## config.mk

```make
export PLATFORM = sky130hd
export DESIGN_NAME = mem_bus_arbiter
export DESIGN_NICKNAME = d
export VERILOG_FILES = /design/src/rtl/mem_bus_arbiter.sv
export SDC_FILE = /design/constraint.sdc
export NUM_CORES = 1
export LEC_CHECK = 0
export ABC_CLOCK_PERIOD_IN_PS = 2900
export BUFFER_PORTS_ARGS = -buffer_cell sky130_fd_sc_hd__buf_2
export CAP_MARGIN = 0
export CORE_AREA = 3 3 120 122
export DETAILED_ROUTE_END_ITERATION = 10
export DIE_AREA = 0 0 123 125
export MAX_ROUTING_LAYER = met4
export REMOVE_ABC_BUFFERS = 1
export SLEW_MARGIN = 20
export SYNTH_ARGS = -nofsm -noshare
export SYNTH_HDL_FRONTEND = slang
export SYNTH_SLANG_ARGS = --single-unit
```

## constraint.sdc

```tcl
create_clock -name clk -period 2.9 [get_ports clk]
set_input_delay 0.29 -clock clk [delete_from_list [all_inputs] [get_ports clk]]
set_output_delay 0.29 -clock clk [all_outputs]
set_load 0.05 [all_outputs]
```

## src/rtl/mem_bus_arbiter.sv

```systemverilog
`default_nettype none
// ============================================================================
//  Module      : mem_bus_arbiter
//  Description : Round-robin arbiter sharing one memory slave port between the
//                instruction-fetch and LSU masters, with a response watchdog.
//  Revision    : 1.0 - initial release
// ============================================================================
module mem_bus_arbiter #(
   parameter int unsigned ADDR_WIDTH     = 32,
   parameter int unsigned WORD_WIDTH     = 32,
   parameter int unsigned TIMEOUT_CYCLES = 255
) (
   input  logic                  clk,
   input  logic                  rst,
   input  logic                  imem_valid_i,
   output logic                  imem_ready_o,
   input  logic [ADDR_WIDTH-1:0] imem_addr_i,
   input  logic [WORD_WIDTH-1:0] imem_wdata_i,
   input  logic [3:0]            imem_we_i,
   output logic [WORD_WIDTH-1:0] imem_rdata_o,
   input  logic                  dmem_valid_i,
   output logic                  dmem_ready_o,
   input  logic [ADDR_WIDTH-1:0] dmem_addr_i,
   input  logic [WORD_WIDTH-1:0] dmem_wdata_i,
   input  logic [3:0]            dmem_we_i,
   output logic [WORD_WIDTH-1:0] dmem_rdata_o,
   output logic                  mem_valid_o,
   input  logic                  mem_ready_i,
   output logic [ADDR_WIDTH-1:0] mem_addr_o,
   output logic [WORD_WIDTH-1:0] mem_wdata_o,
   output logic [3:0]            mem_we_o,
   input  logic [WORD_WIDTH-1:0] mem_rdata_i,
   output logic                  bus_err_o
);

   localparam logic [1:0]  c_st_idle  = 2'd0;
   localparam logic [1:0]  c_st_gnt_i = 2'd1;
   localparam logic [1:0]  c_st_gnt_d = 2'd2;
   localparam logic        c_lg_i     = 1'b0;
   localparam logic        c_lg_d     = 1'b1;
   localparam logic        c_wd_en    = (TIMEOUT_CYCLES != 0);
   localparam logic [15:0] c_wd_last  = 16'(TIMEOUT_CYCLES - 1);

   logic [1:0]  r_state;
   logic        r_last_grant;
   logic [15:0] r_wd_cnt;
   logic        r_bus_err;

   logic        w_gnt_i;
   logic        w_gnt_d;
   logic        w_cur_valid;
   logic        w_other_valid;
   logic        w_timeout;

   // Grants are masked during reset so an in-flight transfer is dropped at once.
   always_comb begin
      w_gnt_i       = (r_state == c_st_gnt_i) && !rst;
      w_gnt_d       = (r_state == c_st_gnt_d) && !rst;
      w_cur_valid   = (w_gnt_i && imem_valid_i) || (w_gnt_d && dmem_valid_i);
      w_other_valid = (r_state == c_st_gnt_i) ? dmem_valid_i : imem_valid_i;
      w_timeout     = c_wd_en && w_cur_valid && !mem_ready_i && (r_wd_cnt == c_wd_last);
   end

   always_comb begin
      mem_valid_o  = w_cur_valid && !w_timeout;
      mem_addr_o   = '0;
      mem_wdata_o  = '0;
      mem_we_o     = '0;
      imem_ready_o = w_gnt_i && (mem_ready_i || w_timeout);
      dmem_ready_o = w_gnt_d && (mem_ready_i || w_timeout);
      imem_rdata_o = (w_gnt_i && !w_timeout) ? mem_rdata_i : '0;
      dmem_rdata_o = (w_gnt_d && !w_timeout) ? mem_rdata_i : '0;
      if (w_gnt_i) begin
         mem_addr_o  = imem_addr_i;
         mem_wdata_o = imem_wdata_i;
         mem_we_o    = imem_we_i;
      end else if (w_gnt_d) begin
         mem_addr_o  = dmem_addr_i;
         mem_wdata_o = dmem_wdata_i;
         mem_we_o    = dmem_we_i;
      end
   end

   assign bus_err_o = r_bus_err;

   always_ff @(posedge clk) begin
      if (rst) begin
         r_state      <= c_st_idle;
         r_last_grant <= c_lg_d;
         r_wd_cnt     <= '0;
         r_bus_err    <= 1'b0;
      end else begin
         case (r_state)
            c_st_idle: begin
               r_wd_cnt <= '0;
               if (imem_valid_i && (!dmem_valid_i || r_last_grant == c_lg_d)) begin
                  r_state      <= c_st_gnt_i;
                  r_last_grant <= c_lg_i;
               end else if (dmem_valid_i) begin
                  r_state      <= c_st_gnt_d;
                  r_last_grant <= c_lg_d;
               end
            end
            c_st_gnt_i, c_st_gnt_d: begin
               if (mem_ready_i) begin
                  // Hand over straight to a waiting master to avoid an idle bubble.
                  r_wd_cnt <= '0;
                  if (w_other_valid) begin
                     r_state      <= (r_state == c_st_gnt_i) ? c_st_gnt_d : c_st_gnt_i;
                     r_last_grant <= (r_state == c_st_gnt_i) ? c_lg_d : c_lg_i;
                  end else begin
                     r_state <= c_st_idle;
                  end
               end else if (!w_cur_valid) begin
                  r_state  <= c_st_idle;
                  r_wd_cnt <= '0;
               end else if (w_timeout) begin
                  r_state   <= c_st_idle;
                  r_wd_cnt  <= '0;
                  r_bus_err <= 1'b1;
               end else begin
                  r_wd_cnt <= r_wd_cnt + 16'd1;
               end
            end
            default: begin
               r_state  <= c_st_idle;
               r_wd_cnt <= '0;
            end
         endcase
      end
   end

endmodule
`default_nettype wire

```

==> impl_metrics.env, run 1 <==
export IMPL_drt_wirelength_per_cell_microns=17.4
export IMPL_synth_lib_cells_used_distinct=36
export IMPL_hold_buffers=0
export IMPL_synthTopCellsByArea="a22o_1 28%, and2_1 19%, dfxtp_1 19%"
export IMPL_leakage_uw=0.00236
export IMPL_ys_ff_latch=20
export IMPL_skew_ps=0.864
export IMPL_ant_nets=0
export IMPL_die_width_microns=123
export IMPL_cp_max_fo=16
export IMPL_clock_sinks=20
export IMPL_outcome="complete, no violations"
export IMPL_drv_cap=0
export IMPL_rr_worst_depth=7
export IMPL_die_h_microns=125
export IMPL_whs_endpoint="bus_err_o"
export IMPL_synth_top_cell_area_share_pct=27.8
export IMPL_clockBufferDepth=2
export IMPL_hold_violations=0
export IMPL_dr_first_iter_drc_count=159
export IMPL_grt_max_degree=69
export IMPL_setup_viol=0
export IMPL_clk_latency_ps=250
export IMPL_grt_pass1_wl_microns=17100
export IMPL_min_from="rst"
export IMPL_cts_max_level=1
export IMPL_ios=309
export IMPL_worstPathArrival_ps=2570
export IMPL_startpoint="r_wd_cnt[0]"
export IMPL_slew_limit_headroom_pct=66.1
export IMPL_avgSynthCellArea_sq_um=7.69
export IMPL_endpoint_kind="primary output"
export IMPL_cp_start_kind="flop"
export IMPL_finalMaxSlewViolations=0
export IMPL_max_freq_mhz=349
export IMPL_preCtsSetupSlack_ps=274
export IMPL_core_sq_um=13300
export IMPL_r2r_end="r_state[0]"
export IMPL_critPathKind="reg2out"
export IMPL_drtPass1Iterations=4
export IMPL_cts_tree="built"
export IMPL_start_util_pct=16.1
export IMPL_diodes=0
export IMPL_r2r_slack_ps=630
export IMPL_finalCritPeriodShare_pct=98.7
export IMPL_place_area_sq_um=3920
export IMPL_drc_errors=0
export IMPL_dp_hpwl_microns=10500
export IMPL_powerDensity_nw_per_um2=442
export IMPL_cp_required_ps=2610
export IMPL_grt_antenna_before_repair=0
export IMPL_dieArea_sq_um=15400
export IMPL_ir_drop_mv=0.443
export IMPL_avgViaCountPerCell=4.37
export IMPL_drive_gt1_share_pct=57.9
export IMPL_min_period_ps=2860
export IMPL_cts_clk_slew_worst_paths_ps=60
export IMPL_worst_r2r_startpoint="r_wd_cnt[0]"
export IMPL_worst_slack_ps=36.6
export IMPL_grt_pass1_vias=2974
export IMPL_cts_buffers=3
export IMPL_track_usage_pct=14.5
export IMPL_yosysWarningCount=0
export IMPL_tightest_slew_ps=503
export IMPL_hold_depth=2
export IMPL_p_total_uw=1920
export IMPL_root_buffer="clkbuf_16"
export IMPL_nets=757
export IMPL_netlist_instances=279
export IMPL_hold_path_class="in2reg"
export IMPL_area_growth_pct=103
export IMPL_routed_via_count=3290
export IMPL_finalSetupTns_ps=0
export IMPL_grt_ovfl_total=0
export IMPL_fp_row_count=42
export IMPL_yosysTopAreaCell="a22o_1"
export IMPL_ys_seq_area_share_pct=18.7
export IMPL_final_util_pct=32.7
export IMPL_grt_setup_unrepaired="yes"
export IMPL_routed_wl_microns=13100
export IMPL_port_buffer_count=308
export IMPL_finalInstanceArea_sq_um=4350
export IMPL_netlist_area_sq_um=2140
export IMPL_gp_congestion=0.858
==> layout make-up <==
cell class                      count  area (sq um)
Sequential cell                    20           403
Timing Repair Buffer              317          1950
Clock buffer                        4          88.8
Fill cell                        1431          8940
Inverter                            6          22.5
Tap cell                          176           220
Multi-Input combinational cell    230          1670
==> how the worst max path moves through the flow <==
stage,end,slack [ps],cells past startpoint
after detailed placement,dmem_rdata_o[27],270,9
after floorplan,mem_addr_o[0],-1010,4
after global placement,dmem_rdata_o[27],310,9
after CTS,dmem_rdata_o[27],4,9
after global routing,imem_rdata_o[21],-50,9
final,dmem_rdata_o[27],40,9
==> routing by layer <==
metal  routed length, microns  part of all wire, %  GRT usage, %  vias to the layer above
met5                        0                    0             -                        -
met4                       62                 0.47          1.04                        0
met2                     6470                   50          24.7                      145
li1                         -                    -             -                     1602
met1                     5450                   42          18.5                     1535
met3                     1080                  8.3          2.66                        8
==> flip-flops by register name (all words and copies together), names as in the netlist <==
| register | flops |
|---|---|
| r_state | 2 |
| r_last_grant | 1 |
| r_wd_cnt | 16 |
| bus_err_o | 1 |
==> placed cells by master (no fill, tap or decap), types with 2 or more instances in the layout <==
cell type,n
buf_2,244
a22o_1,68
and2_1,63
buf_6,42
buf_4,28
nor2_1,25
dfxtp_1,18
nand2_1,10
nand3_1,10
xor2_1,8
inv_1,6
xnor2_1,6
ha_1,6
and3_1,3
nor3_1,3
nand4_1,3
clkbuf_16,3
nor2_4,2
mux2i_1,2
o211ai_1,2
buf_12,2
dfxtp_2,2
==> cell usage after synthesis <==
library cell,number
nand2_2,1
nor4_1,1
a22oi_1,1
nor2b_1,1
nor3_2,1
mux2_4,1
or4_1,1
a21oi_1,1
or4_4,1
nand4b_1,1
a211o_1,1
buf_1,2
a211oi_1,1
xor2_1,8
and2_1,64
inv_1,6
nor3_1,3
ha_1,6
mux2i_1,2
or3b_2,1
dfxtp_1,20
o211ai_1,2
clkbuf_1,20
and3_1,3
o311ai_4,1
xnor2_1,6
nand4_1,3
buf_2,1
a22o_1,68
o21ai_0,1
nand2_1,10
nor2_1,27
nand2b_1,1
or4b_2,1
nand3_1,10
nor3b_1,1
==> what timing repair did <==
action | CTS | global route
resized for setup | 1 | 176
setup endpoints to repair | 5 | 64
buffers inserted | 0 | 0
cloned | 0 | 1
==> stage by stage <==
step                std cells  hold WS (ps)
floorplan                 256           362
global placement          748           457
detailed placement        748           464
CTS                       752           349
global route              753           386
finish                    753           361
==> logic make-up (layout without fill, tap and decap cells) <==
family / after synthesis / count (layout) / synth area share (%)
buffers and inverters: 29 / 327 / 5.13
AO/OA/AOI/OAI: 76 / 76 / 31.3
flip-flops: 20 / 20 / 18.7
adder cells (fa/ha/maj): 6 / 6 / 3.50
multiplexers: 3 / 3 / 1.63
XOR/XNOR: 14 / 14 / 5.72
AND/OR/NAND/NOR: 131 / 131 / 34.1
==> critical path, stage by stage, from the launching register on <==
cell and delay [ps]:
dfxtp_2 330, inv_1 50, ha_1 130, or3b_2 430, or4_4 530, nor3_4 210, nor2_4 80, buf_6 160
and2_1 180, buf_2 210
==> report_power, final <==
part / internal [uW] / switching [uW] / total [uW]
sequential: 287 / 9.19 / 296
combinational: 410 / 905 / 1320
clock: 210 / 102 / 313
total: 907 / 1020 / 1920
Note: power is estimated with default switching activity, not from simulation.
==> inputs of run 2 (changes only) <==
- CORE_AREA: 3 3 120 122 -> 2 2 119 121
- CTS_CLUSTER_DIAMETER: default -> 150
- DIE_AREA: 0 0 123 125 -> 0 0 121 123
==> run 2 against run 1 <==
Design area fell by 0.52%. Die area decreased by 3.2%. Core utilization fell by 0.93 points. Routed wire length grew 11%. Clock power grew 22%. Largest cell class unchanged. Via count is 1.9% higher. Combinational power hardly changed. Flip-flop and latch count did not move. Total power increased by 4.3%. Fmax is 0.33% higher.
==> impl_metrics.env, run 2 (synthesized netlist as in run 1, its figures left out) <==
export IMPL_ir_drop_mv=0.377
export IMPL_endpoint="imem_rdata_o[19]"
export IMPL_min_period_ps=2850
export IMPL_cts_clk_slew_worst_paths_ps=50
export IMPL_final_common_cell="buf_2"
export IMPL_track_usage_pct=17.2
export IMPL_drv_cap=0
export IMPL_leakage_uw=0.00243
export IMPL_cts_buffers=3
export IMPL_hold_violations=0
export IMPL_drtPass1Iterations=4
export IMPL_p_total_uw=2010
export IMPL_cp_start_kind="flop"
export IMPL_area_growth_pct=102
export IMPL_slew_limit_headroom_pct=63.1
export IMPL_drt_wirelength_per_cell_microns=18.6
export IMPL_nFillCells=1487
export IMPL_highest_layer="met4"
export IMPL_largest_reg_flops=16
export IMPL_reg_top3="r_wd_cnt: 16 flops, r_state: 2 flops"
export IMPL_routed_via_count=3352
export IMPL_ant_nets=0
export IMPL_routed_wl_met2_microns=6570
export IMPL_power_internal_uw=970
export IMPL_cts_max_level=1
export IMPL_preCtsSetupSlack_ps=262
export IMPL_dieArea_sq_um=14900
export IMPL_avgViaCountPerCell=4.30
export IMPL_routed_wl_microns=14500
export IMPL_clockBufferDepth=2
export IMPL_grt_pass1_vias=2867
export IMPL_fin_hold_ws_ps=383
export IMPL_port_buffer_count=308
export IMPL_startpoint="r_wd_cnt[0]"
export IMPL_ios=309
export IMPL_outcome="complete, no violations"
export IMPL_setup_viol=0
export IMPL_dr_first_iter_drc_count=222
export IMPL_drive_gt1_share_pct=59.3
export IMPL_die_h_microns=123
export IMPL_tightest_slew_ps=552
export IMPL_regMostFlops="r_wd_cnt"
export IMPL_fp_row_count=43
export IMPL_grt_setup_unrepaired="yes"
export IMPL_r2r_slack_ps=540
export IMPL_finalInstanceArea_sq_um=4330
export IMPL_cts_tree="built"
export IMPL_swShare_pct=51.7
export IMPL_worst_r2r_startpoint="r_wd_cnt[0]"
export IMPL_r2r_end="r_state[0]"
export IMPL_dr_wl_met3_microns=1620
export IMPL_switchingPower_uw=1040
export IMPL_worst_slack_ps=46.1
export IMPL_max_freq_mhz=350
export IMPL_place_area_sq_um=4030
export IMPL_finalCritPeriodShare_pct=98.4
export IMPL_rr_worst_depth=8
export IMPL_hold_path_class="in2reg"
export IMPL_grt_antenna_before_repair=10
export IMPL_clockPowerShare_pct=19.0
export IMPL_nets=772
export IMPL_grt_pass1_wl_microns=18100
export IMPL_gp_congestion=0.930
export IMPL_core_sq_um=13600
export IMPL_dp_hpwl_microns=12100
export IMPL_endpoint_kind="primary output"
export IMPL_clock_sinks=20
export IMPL_wl_met1_microns=6110
export IMPL_mostFrequentLayoutCells="276 x buf_2, 68 x a22o_1, 63 x and2_1"
export IMPL_p_comb_share_pct=66.3
export IMPL_grt_ovfl_total=0
export IMPL_min_from="rst"
export IMPL_powerDensity_nw_per_um2=463
export IMPL_grt_max_degree=33
export IMPL_hold_buffers=0
export IMPL_cp_required_ps=2610
export IMPL_sequentialPowerShare_pct=14.7
export IMPL_root_buffer="clkbuf_16"
export IMPL_worstPathArrival_ps=2560
export IMPL_finalMaxSlewViolations=0
export IMPL_skew_ps=7.12
export IMPL_clk_latency_ps=260
export IMPL_drc_errors=0
export IMPL_start_util_pct=15.8
export IMPL_critPathKind="reg2out"
export IMPL_cp_max_fo=32
export IMPL_die_width_microns=121
[run 2: changes by cell type in the layout (fill, tap and decap cells not counted), moves of 2 or more]
cell / before / now
diode_2: 0 / 7
buf_4: 28 / 48
buf_8: 0 / 2
buf_2: 244 / 276
buf_6: 42 / 2
[run 2: worst min path at each step]
| stage | to | cells past startpoint |
|---|---|---|
| floorplan | bus_err_o | 1 |
| global placement | r_wd_cnt[0] | 1 |
| detailed placement | r_wd_cnt[0] | 1 |
| CTS | bus_err_o | 2 |
| global route | bus_err_o | 2 |
| finish | bus_err_o | 2 |
[run 2: routing by layer]
layer	global-route usage, %	vias to the layer above
li1	-	1654
met2	26.9	155
met1	22.3	1533
met5	-	-
met4	2.69	0
met3	5.30	10
[run 2: worst max-delay path, cell delays in order (launching register included)]
cell and delay [ps]:
dfxtp_4 340, inv_1 60, ha_1 130, or3b_4 360
or4_4 550, nor3_4 220, nor2_1 90, buf_6 180
and2_1 170, buf_2 200
[run 2: final cells by class]
cell class              instances  area [sq um]  area share, %
diodes                          7          17.5          0.405
clock buffers                   3          75.1           1.73
clock inverters                 1          30.0          0.694
inverters                       6          22.5          0.520
multi-input cells             230          1670           38.7
flip-flops and latches         20           405           9.36
well taps                     180           225           5.20
repair buffers                332          1880           43.4
[run 2: through the flow]
step                TNS [ps]  cells  utilization [%]
finish                     0    779             31.8
global route           -54.4    778             31.8
CTS                        0    768             30.5
detailed placement         0    764             29.6
global placement           0    764             29.6
floorplan             -68510    256                -
[run 2: timing repair]
item / CTS / global route
resized for setup: 6 / 71
gates cloned: 0 / 2
pin swaps: 0 / 2
setup endpoints to repair: 64 / 65
buffers inserted: 0 / 2
[run 2: power groups by stage]
stage          Combinational (uW)  Sequential, uW  Clock [uW]
2_1_floorplan                 855             300           0
3_3_place_gp                 1290             301           0
3_5_place_dp                 1280             302           0
4_1_cts                      1290             295         385
5_1_grt                      1390             297         400
6_report                     1330             295         382
==> inputs of run 3 (changes only) <==
- BUFFER_PORTS_ARGS: -buffer_cell sky130_fd_sc_hd__buf_2 -> -buffer_cell sky130_fd_sc_hd__buf_4
- SETUP_SLACK_MARGIN: default -> 0.4
==> run 3 against run 2 <==
Final cell count decreased by 0.77%. Routed wire length increased by 9.3%. First-iteration DRC count decreased by 28%. Flip-flop and latch count unchanged. Critical path depth decreased by 1. Die area unchanged. Design area increased by 21%. Count of clock-buffer cells in the layout increased by 1. Global-route usage increased by 1.9 points. Clock power decreased by 17%. Non-clock buffer count decreased by 2.
==> impl_metrics.env, run 3 (synthesized netlist as in run 1, its figures left out) <==
export IMPL_outcome="complete, no violations"
export IMPL_cts_buffers=3
export IMPL_die_h_microns=123
export IMPL_drtPass1Iterations=5
export IMPL_use_met1_pct=23.2
export IMPL_grt_pass1_wl_microns=20300
export IMPL_cp_start_kind="flop"
export IMPL_core_sq_um=13600
export IMPL_cp_max_fo=8
export IMPL_die_width_microns=121
export IMPL_hold_path_class="in2reg"
export IMPL_cp_slowest_cell="or4_4"
export IMPL_min_period_ps=2810
export IMPL_grt_antenna_before_repair=3
export IMPL_gp_congestion=0.970
export IMPL_grt_ovfl_total=0
export IMPL_root_buffer="clkbuf_16"
export IMPL_nFillCells=1401
export IMPL_avgViaCountPerCell=4.54
export IMPL_dp_hpwl_microns=12600
export IMPL_worstPathArrival_ps=2520
export IMPL_reg_top3="r_wd_cnt: 16 flops, r_state: 2 flops"
export IMPL_setup_viol=0
export IMPL_finalInstanceArea_sq_um=5250
export IMPL_largest_reg_flops=16
export IMPL_drt_wirelength_per_cell_microns=20.5
export IMPL_finalMaxSlewViolations=0
export IMPL_leakage_uw=0.00264
export IMPL_path_common_cell="buf_4"
export IMPL_dieArea_sq_um=14900
export IMPL_critPathKind="reg2out"
export IMPL_cts_clk_slew_worst_paths_ps=60
export IMPL_port_buffer_count=308
export IMPL_ios=309
export IMPL_drc_errors=0
export IMPL_grt_setup_unrepaired="yes"
export IMPL_met3_usage_pct=6.55
export IMPL_regMostFlops="r_wd_cnt"
export IMPL_drv_cap=0
export IMPL_finalCritPeriodShare_pct=96.8
export IMPL_clock_sinks=20
export IMPL_endpoint_kind="primary output"
export IMPL_dp_cells=751
export IMPL_top_usage_layer="met2"
export IMPL_start_util_pct=15.8
export IMPL_cts_tree="built"
export IMPL_grt_pass1_vias=3186
export IMPL_slew_limit_headroom_pct=67.2
export IMPL_routed_via_count=3512
export IMPL_grt_max_degree=68
export IMPL_clk_latency_ps=260
export IMPL_ant_nets=0
export IMPL_place_area_sq_um=4690
export IMPL_cp_slowest_stage_delay_ps=550
export IMPL_track_usage_pct=19.1
export IMPL_final_common_cell="buf_4"
export IMPL_mostFrequentLayoutCells="284 x buf_4, 68 x a22o_1, 47 x and2_1"
export IMPL_crit_chain="or4_1 -> or4_4 -> nor3_4 -> buf_4 -> nor2_4 -> clkbuf_16 -> and2_1 -> buf_4"
export IMPL_dr_first_iter_drc_count=160
export IMPL_finalNonFillerCells=773
export IMPL_fp_row_count=43
export IMPL_routed_wl_microns=15800
export IMPL_use_met2_pct=30.6
export IMPL_hold_violations=0
export IMPL_skew_ps=7.40
export IMPL_cts_max_level=1
export IMPL_max_freq_mhz=356
export IMPL_ir_drop_mv=0.223
export IMPL_drive_gt1_share_pct=62.7
export IMPL_clockBufferDepth=2
export IMPL_cp_required_ps=2610
export IMPL_powerDensity_nw_per_um2=408
export IMPL_multi_input_area_sq_um=1730
export IMPL_seq_area_sq_um=405
export IMPL_nets=770
export IMPL_area_growth_pct=145
export IMPL_tightest_slew_ps=487
run 3: cell count changes in the layout (fill, tap and decap cells not counted), moves of 3 or more:
cell / previous run / this run
buf_2: 276 / 0
buf_4: 48 / 284
buf_6: 2 / 23
buf_8: 2 / 19
and2_1: 63 / 47
and2_4: 1 / 17
diode_2: 7 / 3
dfxtp_2: 1 / 4
nor2_1: 25 / 22
run 3: metal layers:
| metal | vias to the layer above | wire, microns | share of wire (%) |
|---|---|---|---|
| met5 | - | 0 | 0 |
| met4 | 0 | 348 | 2.2 |
| met3 | 24 | 1530 | 9.7 |
| met2 | 179 | 7430 | 47 |
| met1 | 1675 | 6510 | 41 |
| li1 | 1634 | - | - |
run 3: per-stage QoR:
stage	setup slack, ps	TNS, ps	hold WS (ps)	total power, uW	util [%]
finish	92.9	0	299	2140	38.6
global route	28.0	0	318	2220	38.6
CTS	133	0	307	2110	37.4
detailed placement	272	0	465	1730	34.4
global placement	324	0	454	1720	34.4
floorplan	-1010	-68510	362	1150	-
run 3: final timing paths:
path	startpoint	endpoint	slack, ps	cells past startpoint
max	r_wd_cnt[11]	imem_rdata_o[22]	90	8
min	rst	bus_err_o	300	2
max reg2reg	r_wd_cnt[11]	r_state[0]	580	6
min reg2reg	bus_err_o	bus_err_o	490	2
run 3: repair_timing:
item / 4_1_cts / 5_1_grt
hold buffers: 0 / 0
pin swaps: 17 / 1
setup endpoints to repair: 69 / 67
buffers inserted: 8 / 2
cloned: 2 / 3
resized for setup: 70 / 28
run 3: final cells by class:
cell class                 count  area share [%]
timing repair buffer         330            52.8
multi-input combinational    230            33.0
sequential                    20            7.72
tap                          180            4.29
clock buffer                   4            1.69
inverter                       6           0.429
antenna                        3           0.143
run 3: power by group:
part / internal (uW) / total (uW) / switching (uW)
Sequential: 287 / 295 / 8.67
Combinational: 579 / 1530 / 952
Clock: 210 / 316 / 106
Total: 1080 / 2140 / 1070
run 3: worst max-delay path, delay by kind of cell, from the launching register on:
family	cells	cell delay (ps)
and+or+nand+nor	5	1430
buffers and inverters	3	500
DFF	1	320
